--- src/rtl/pc_gen.sv ---
// rtl/pc_gen.sv - fetch PC generator with branch/jump resolution, stall-pending redirect and exception entry
module pc_gen #(
    parameter logic [31:0] RESET_PC   = 32'h0000_3000,
    parameter logic [31:0] EXC_VECTOR = 32'h0000_4180,
    parameter int          DELAY_SLOT = 1
) (
    input  logic        clk,
    input  logic        reset,
    input  logic        stall,
    input  logic [31:0] pc_d,
    input  logic [2:0]  npc_op,
    input  logic [2:0]  br_op,
    input  logic [31:0] rs_val,
    input  logic [31:0] rt_val,
    input  logic [15:0] imm16,
    input  logic [25:0] instr_index,
    input  logic        exc_req,
    input  logic        eret,
    input  logic [31:0] epc,
    output logic [31:0] pc,
    output logic [31:0] link_addr,
    output logic        redirect,
    output logic        pend_valid,
    output logic        addr_err
);

    typedef enum logic {
        RUN  = 1'b0,
        PEND = 1'b1
    } state_t;

    state_t      r_state;
    state_t      w_state_nxt;
    logic [31:0] r_pc;
    logic [31:0] w_pc_nxt;
    logic [31:0] r_pend_tgt;
    logic [31:0] w_pend_tgt_nxt;
    logic        r_addr_err;
    logic        w_addr_err_nxt;

    logic [31:0] w_pc_d_plus4;
    logic [31:0] w_br_target;
    logic [31:0] w_j_target;
    logic [31:0] w_target;
    logic [31:0] w_load_tgt;
    logic        w_taken;
    logic        w_redirect;

    assign w_pc_d_plus4 = pc_d + 32'd4;
    assign w_br_target  = w_pc_d_plus4 + {{14{imm16[15]}}, imm16, 2'b00};
    assign w_j_target   = {w_pc_d_plus4[31:28], instr_index, 2'b00};

    always_comb begin
        w_taken = 1'b0;
        case (br_op)
            3'd0:    w_taken = (rs_val == rt_val);
            3'd1:    w_taken = (rs_val != rt_val);
            3'd2:    w_taken = ($signed(rs_val) <= 32'sd0);
            3'd3:    w_taken = ($signed(rs_val) >  32'sd0);
            3'd4:    w_taken = ($signed(rs_val) <  32'sd0);
            3'd5:    w_taken = ($signed(rs_val) >= 32'sd0);
            default: w_taken = 1'b0;
        endcase
    end

    always_comb begin
        w_redirect = 1'b0;
        w_target   = w_j_target;
        case (npc_op)
            3'd1: begin
                w_redirect = w_taken;
                w_target   = w_br_target;
            end
            3'd2, 3'd3: w_redirect = 1'b1;
            3'd4: begin
                w_redirect = 1'b1;
                w_target   = rs_val;
            end
            default: w_redirect = 1'b0;
        endcase
    end

    // Pending target has priority over a fresh redirect on the unstall edge
    assign w_load_tgt = (r_state == PEND) ? r_pend_tgt : w_target;

    always_comb begin
        w_state_nxt    = r_state;
        w_pc_nxt       = r_pc;
        w_pend_tgt_nxt = r_pend_tgt;
        w_addr_err_nxt = 1'b0;
        if (exc_req) begin
            w_pc_nxt    = EXC_VECTOR;
            w_state_nxt = RUN;
        end else if (eret) begin
            w_pc_nxt    = epc;
            w_state_nxt = RUN;
        end else if (stall) begin
            if (w_redirect) begin
                w_pend_tgt_nxt = w_target;
                w_state_nxt    = PEND;
            end
        end else if ((r_state == PEND) || w_redirect) begin
            w_state_nxt = RUN;
            // Misaligned targets trap to the exception vector instead of being fetched
            if (w_load_tgt[1:0] != 2'b00) begin
                w_pc_nxt       = EXC_VECTOR;
                w_addr_err_nxt = 1'b1;
            end else begin
                w_pc_nxt = w_load_tgt;
            end
        end else begin
            w_pc_nxt = r_pc + 32'd4;
        end
    end

    always_ff @(posedge clk or posedge reset) begin
        if (reset) begin
            r_state    <= RUN;
            r_pc       <= RESET_PC;
            r_pend_tgt <= 32'd0;
            r_addr_err <= 1'b0;
        end else begin
            r_state    <= w_state_nxt;
            r_pc       <= w_pc_nxt;
            r_pend_tgt <= w_pend_tgt_nxt;
            r_addr_err <= w_addr_err_nxt;
        end
    end

    assign pc         = r_pc;
    assign pend_valid = (r_state == PEND);
    assign addr_err   = r_addr_err;
    assign redirect   = w_redirect;
    assign link_addr  = pc_d + ((DELAY_SLOT != 0) ? 32'd8 : 32'd4);

endmodule

--- config.mk ---
export PLATFORM = sky130hd
export DESIGN_NAME = pc_gen
export DESIGN_NICKNAME = d
export VERILOG_FILES = /design/src/rtl/pc_gen.sv
export SDC_FILE = /design/constraint.sdc
export NUM_CORES = 1
export LEC_CHECK = 0
export CAP_MARGIN = 5
export CORE_UTILIZATION = 65
export DETAILED_ROUTE_END_ITERATION = 10
export DONT_BUFFER_PORTS = 1
export GPL_TIMING_DRIVEN = 1
export PLACE_DENSITY = 0.86
export SYNTH_ARGS = -nofsm -noshare
export SYNTH_HDL_FRONTEND = slang
export SYNTH_SLANG_ARGS = --single-unit
--- constraint.sdc ---
create_clock -name clk -period 6.2 [get_ports clk]
set_clock_uncertainty 0.15 [all_clocks]
set_input_delay 1.24 -clock clk [delete_from_list [all_inputs] [get_ports clk]]
set_output_delay 1.24 -clock clk [all_outputs]
set_load 0.01 [all_outputs]
==> flow_summary_export.csv <==
group,metric,value,unit
critical_path,crit_top_cell,"nand2_1",
logic_synthesis,synth_top_family_by_area,"compound AO/OA/AOI/OAI gates",
logic_synthesis,synth_area,8280,um2
logic_synthesis,synthesis.nets,1312,
routing,wire_per_inst,22.6,um
status,status,"complete, no violations",
logic_synthesis,yosys.area_share.simple,0.255,
grt,gr-usage-met2,0.645,
logic_synthesis,async_reset_ff_frac,1.00,
floorplanning,dieArea,13200,um2
clock_network,htreeDepth,3,
finish,syn_to_final_growth,3.20,%
logic_synthesis,synth.area.mux_share,0.0362,
grt,use_met3,0.104,
floorplanning,io-pin-count,248,
critical_path,cp_cell_sequence,"ha_1, nand4_1, nor3_1, and2_1, nand2_1, xnor2_1, ha_1, nand2_1, nor4_1, nand2_1, a211o_1, a2111o_1, o211ai_1, nor3b_1, o31a_1",
finish,fillerInstances,1065,
routing,vias,8638,
timing,finalSetupTns,0,ns
grt,grt_max_degree,67,
hold_path,hp-class,"reg -> reg",
floorplanning,coreArea,12200,um2
timing,maxSlewViolCount,0,
place,place.gp.congestion,0.970,
clock_network,cts_inserted_buffers,9,
clock_network,holdBufCountCts,0,
floorplanning,start_util,0.678,
clock_network,clock_path_buffers,2,
power,power.leakage,3.40,nW
timing,min_period_over_period,0.817,
critical_path,cp_data_required_time,6.27,ns
clock_network,cts_tree,"built",
timing,period_needed,5.07,ns
place,hpwl,21.2,mm
critical_path,critPathMaxStageDelay,0.49,ns
logic_synthesis,synth_edf_count,0,
logic_synthesis,synth_top_flop_cell,"dfrtp_1",
critical_path,cp-end-kind,"register",
critical_path,crit_arrival,5.14,ns
floorplanning,die-width,115,um
logic_synthesis,seq_area_frac_synth,0.200,
place,placed_cells,1203,
routing,drc,0,
run,max_cap_viol_count,0,
finish,final_cells,1219,
critical_path,crit_fanout,9,
clock_network,ctsResizeCount,0,
critical_path,cp_slowest_cell,"ha_1",
timing,slew_headroom,0.233,
grt,grt_pass1_wl,42.0,mm
logic_synthesis,synth_cell_type_count,80,
logic_synthesis,synth-compound-area-share,0.269,
clock_network,clk-insertion-delay-late,0.34,ns
routing,drt-initial-drc-count,1059,
routing,firstDrtPassIters,5,
logic_synthesis,synthAdderAreaFrac,0.0613,
grt,busiest_layer,"met2",
logic_synthesis,post_synth.cell_area_avg,7.59,um2
floorplanning,die_h,115,um
finish,antenna_cells,0,
timing,grt_setup_unrepaired,"no",
grt,antenna_found_initial,0,
routing,wl,27.6,mm
clock_network,ctsRootBufferMaster,"clkbuf_16",
timing,hold_violations,0,
logic_synthesis,ys.warnings.count,0,
routing,viasPerCell,7.09,
finish,nets,1267,
clock_network,clk_pin_slew,0.05,ns
place,io_buffer_count,0,
grt,grt_util_met1,0.533,
timing,worstMarginPinSlew,1.14,ns
logic_synthesis,synth-xor-area-share,0.126,
critical_path,worstSetupPathType,"in -> reg",
critical_path,critPathLaunchType,"input pin",
timing,clock.fmax,0.197,GHz
grt,track_usage,0.416,
logic_synthesis,synth_seq_cells,66,
power,power.density,189,nW/um2
clock_network,post_cts.repair.setup_buffers,0,
routing,ant_nets,0,
grt,first_global_vias,7918,
grt,overflow,0,
clock_network,clock-sinks,66,
power,peakVddDrop,0.000112,V
floorplanning,std_cell_rows,40,
timing,setup_viol_count_final,0,
finish,drive_gt1_frac,0.0628,
logic_synthesis,synthCells,1091,
[cell type report]
class | instances | area [um2] | share of cell area
clock inverters | 3 | 15.0 | 0.00176
clock buffers | 13 | 250 | 0.0293
multi-input cells | 923 | 6210 | 0.726
well taps | 168 | 210 | 0.0246
inverters | 36 | 135 | 0.0158
flip-flops and latches | 66 | 1650 | 0.193
repair buffers | 10 | 75.1 | 0.00878
[synth_stat cells, types with 12 or more instances]
library cell | instances | area, um2
a211oi_1 | 12 | 90.1
a21o_1 | 15 | 113
a21oi_1 | 68 | 340
a221oi_1 | 17 | 149
a22oi_1 | 17 | 128
a31oi_1 | 15 | 93.8
and3_1 | 17 | 106
buf_2 | 14 | 70.1
clkbuf_1 | 43 | 161
dfrtp_1 | 64 | 1600
ha_1 | 39 | 488
inv_1 | 36 | 135
mux2_4 | 13 | 195
nand2_1 | 109 | 409
nand3_1 | 48 | 240
nand4_1 | 31 | 194
nor2_1 | 87 | 327
nor3_1 | 31 | 155
nor4_1 | 15 | 93.8
o211ai_1 | 16 | 120
o21ai_0 | 73 | 365
or3_1 | 16 | 100
xnor2_1 | 91 | 797
xor2_1 | 28 | 245
[metrics by stage]
stage / setup slack, ns / power, mW / utilization / cell area (um2) / hold slack (ns)
3_5_place_dp: 0.967 / 1.13 / 0.678 / 8280 / 0.313
6_report: 1.13 / 1.62 / 0.700 / 8550 / 0.336
3_3_place_gp: 1.06 / 1.12 / 0.678 / 8280 / 0.304
5_1_grt: 0.778 / 1.69 / 0.700 / 8550 / 0.359
4_1_cts: 1.29 / 1.60 / 0.700 / 8550 / 0.336
2_1_floorplan: 1.46 / 1.02 / - / 8280 / 0.291
[sequential cells by signal (all words and copies together) (netlist names)]
| name | cells |
|---|---|
| pc | 32 |
| r_pend_tgt | 32 |
| addr_err | 1 |
| pend_valid | 1 |
[cells by family after synthesis]
kind of cell,Yosys count
AO/OA/AOI/OAI,326
adder cells (fa/ha/maj),40
multiplexers,23
AND/OR/NAND/NOR,415
XOR/XNOR,119
buffers and inverters,102
flip-flops,66
[worst max-delay path: cells and delay by family]
family / cells / cell delay, ns
AOI/OAI and AO/OA: 4 / 1.12
xor gates and xnor gates: 1 / 0.13
adders and majority gates: 2 / 0.73
and+or+nand+nor: 8 / 1.91
[power by group]
group	switching [mW]	internal (mW)	total, mW
Combinational	0.320	0.241	0.561
Clock	0.186	0.280	0.466
Sequential	0.0765	0.512	0.588
Total	0.583	1.03	1.62
[layout by cell type (no fill, tap or decap), drive strengths merged, types with 8 or more instances in the layout]
| cell | synthesis | final |
|---|---|---|
| nand2 | 109 | 109 |
| xnor2 | 91 | 91 |
| nor2 | 89 | 89 |
| o21ai | 75 | 75 |
| a21oi | 68 | 68 |
| dfrtp | 64 | 64 |
| nand3 | 49 | 49 |
| ha | 39 | 39 |
| inv | 36 | 36 |
| nor3 | 32 | 32 |
| nand4 | 31 | 31 |
| xor2 | 28 | 28 |
| a22oi | 17 | 17 |
| and3 | 17 | 17 |
| a221oi | 17 | 17 |
| nor4 | 17 | 17 |
| mux2 | 17 | 17 |
| o211ai | 16 | 16 |
| or3 | 16 | 16 |
| a21o | 15 | 15 |
| a31oi | 15 | 15 |
| a211oi | 13 | 13 |
| clkbuf | 43 | 13 |
| and4 | 11 | 11 |
| a22o | 11 | 11 |
| nand2b | 11 | 11 |
| buf | 23 | 10 |
| nor2b | 9 | 9 |
| o31ai | 9 | 9 |
| a32oi | 9 | 9 |
| and2 | 8 | 8 |
[metal layers]
layer	share of wire	wire length [um]	vias to the layer above
met5	0	0	-
met4	0.054	1500	0
met3	0.12	3180	95
met2	0.43	11900	625
met1	0.40	11000	3962
li1	-	-	3956
[worst paths after layout]
path	startpoint	end	slack (ns)	depth (start not counted)
setup / recovery	pc_d[3]	pc[25]	1.13	15
hold / removal	r_pend_tgt[2]	r_pend_tgt[2]	0.34	2
setup reg to reg	pend_valid	pc[25]	2.81	6
hold reg to reg	r_pend_tgt[2]	r_pend_tgt[2]	0.34	2
max in group asynchronous	reset	pc[25]	4.46	2
min in group asynchronous	reset	pc[5]	0.88	2
(Power assumes the default switching activity.)
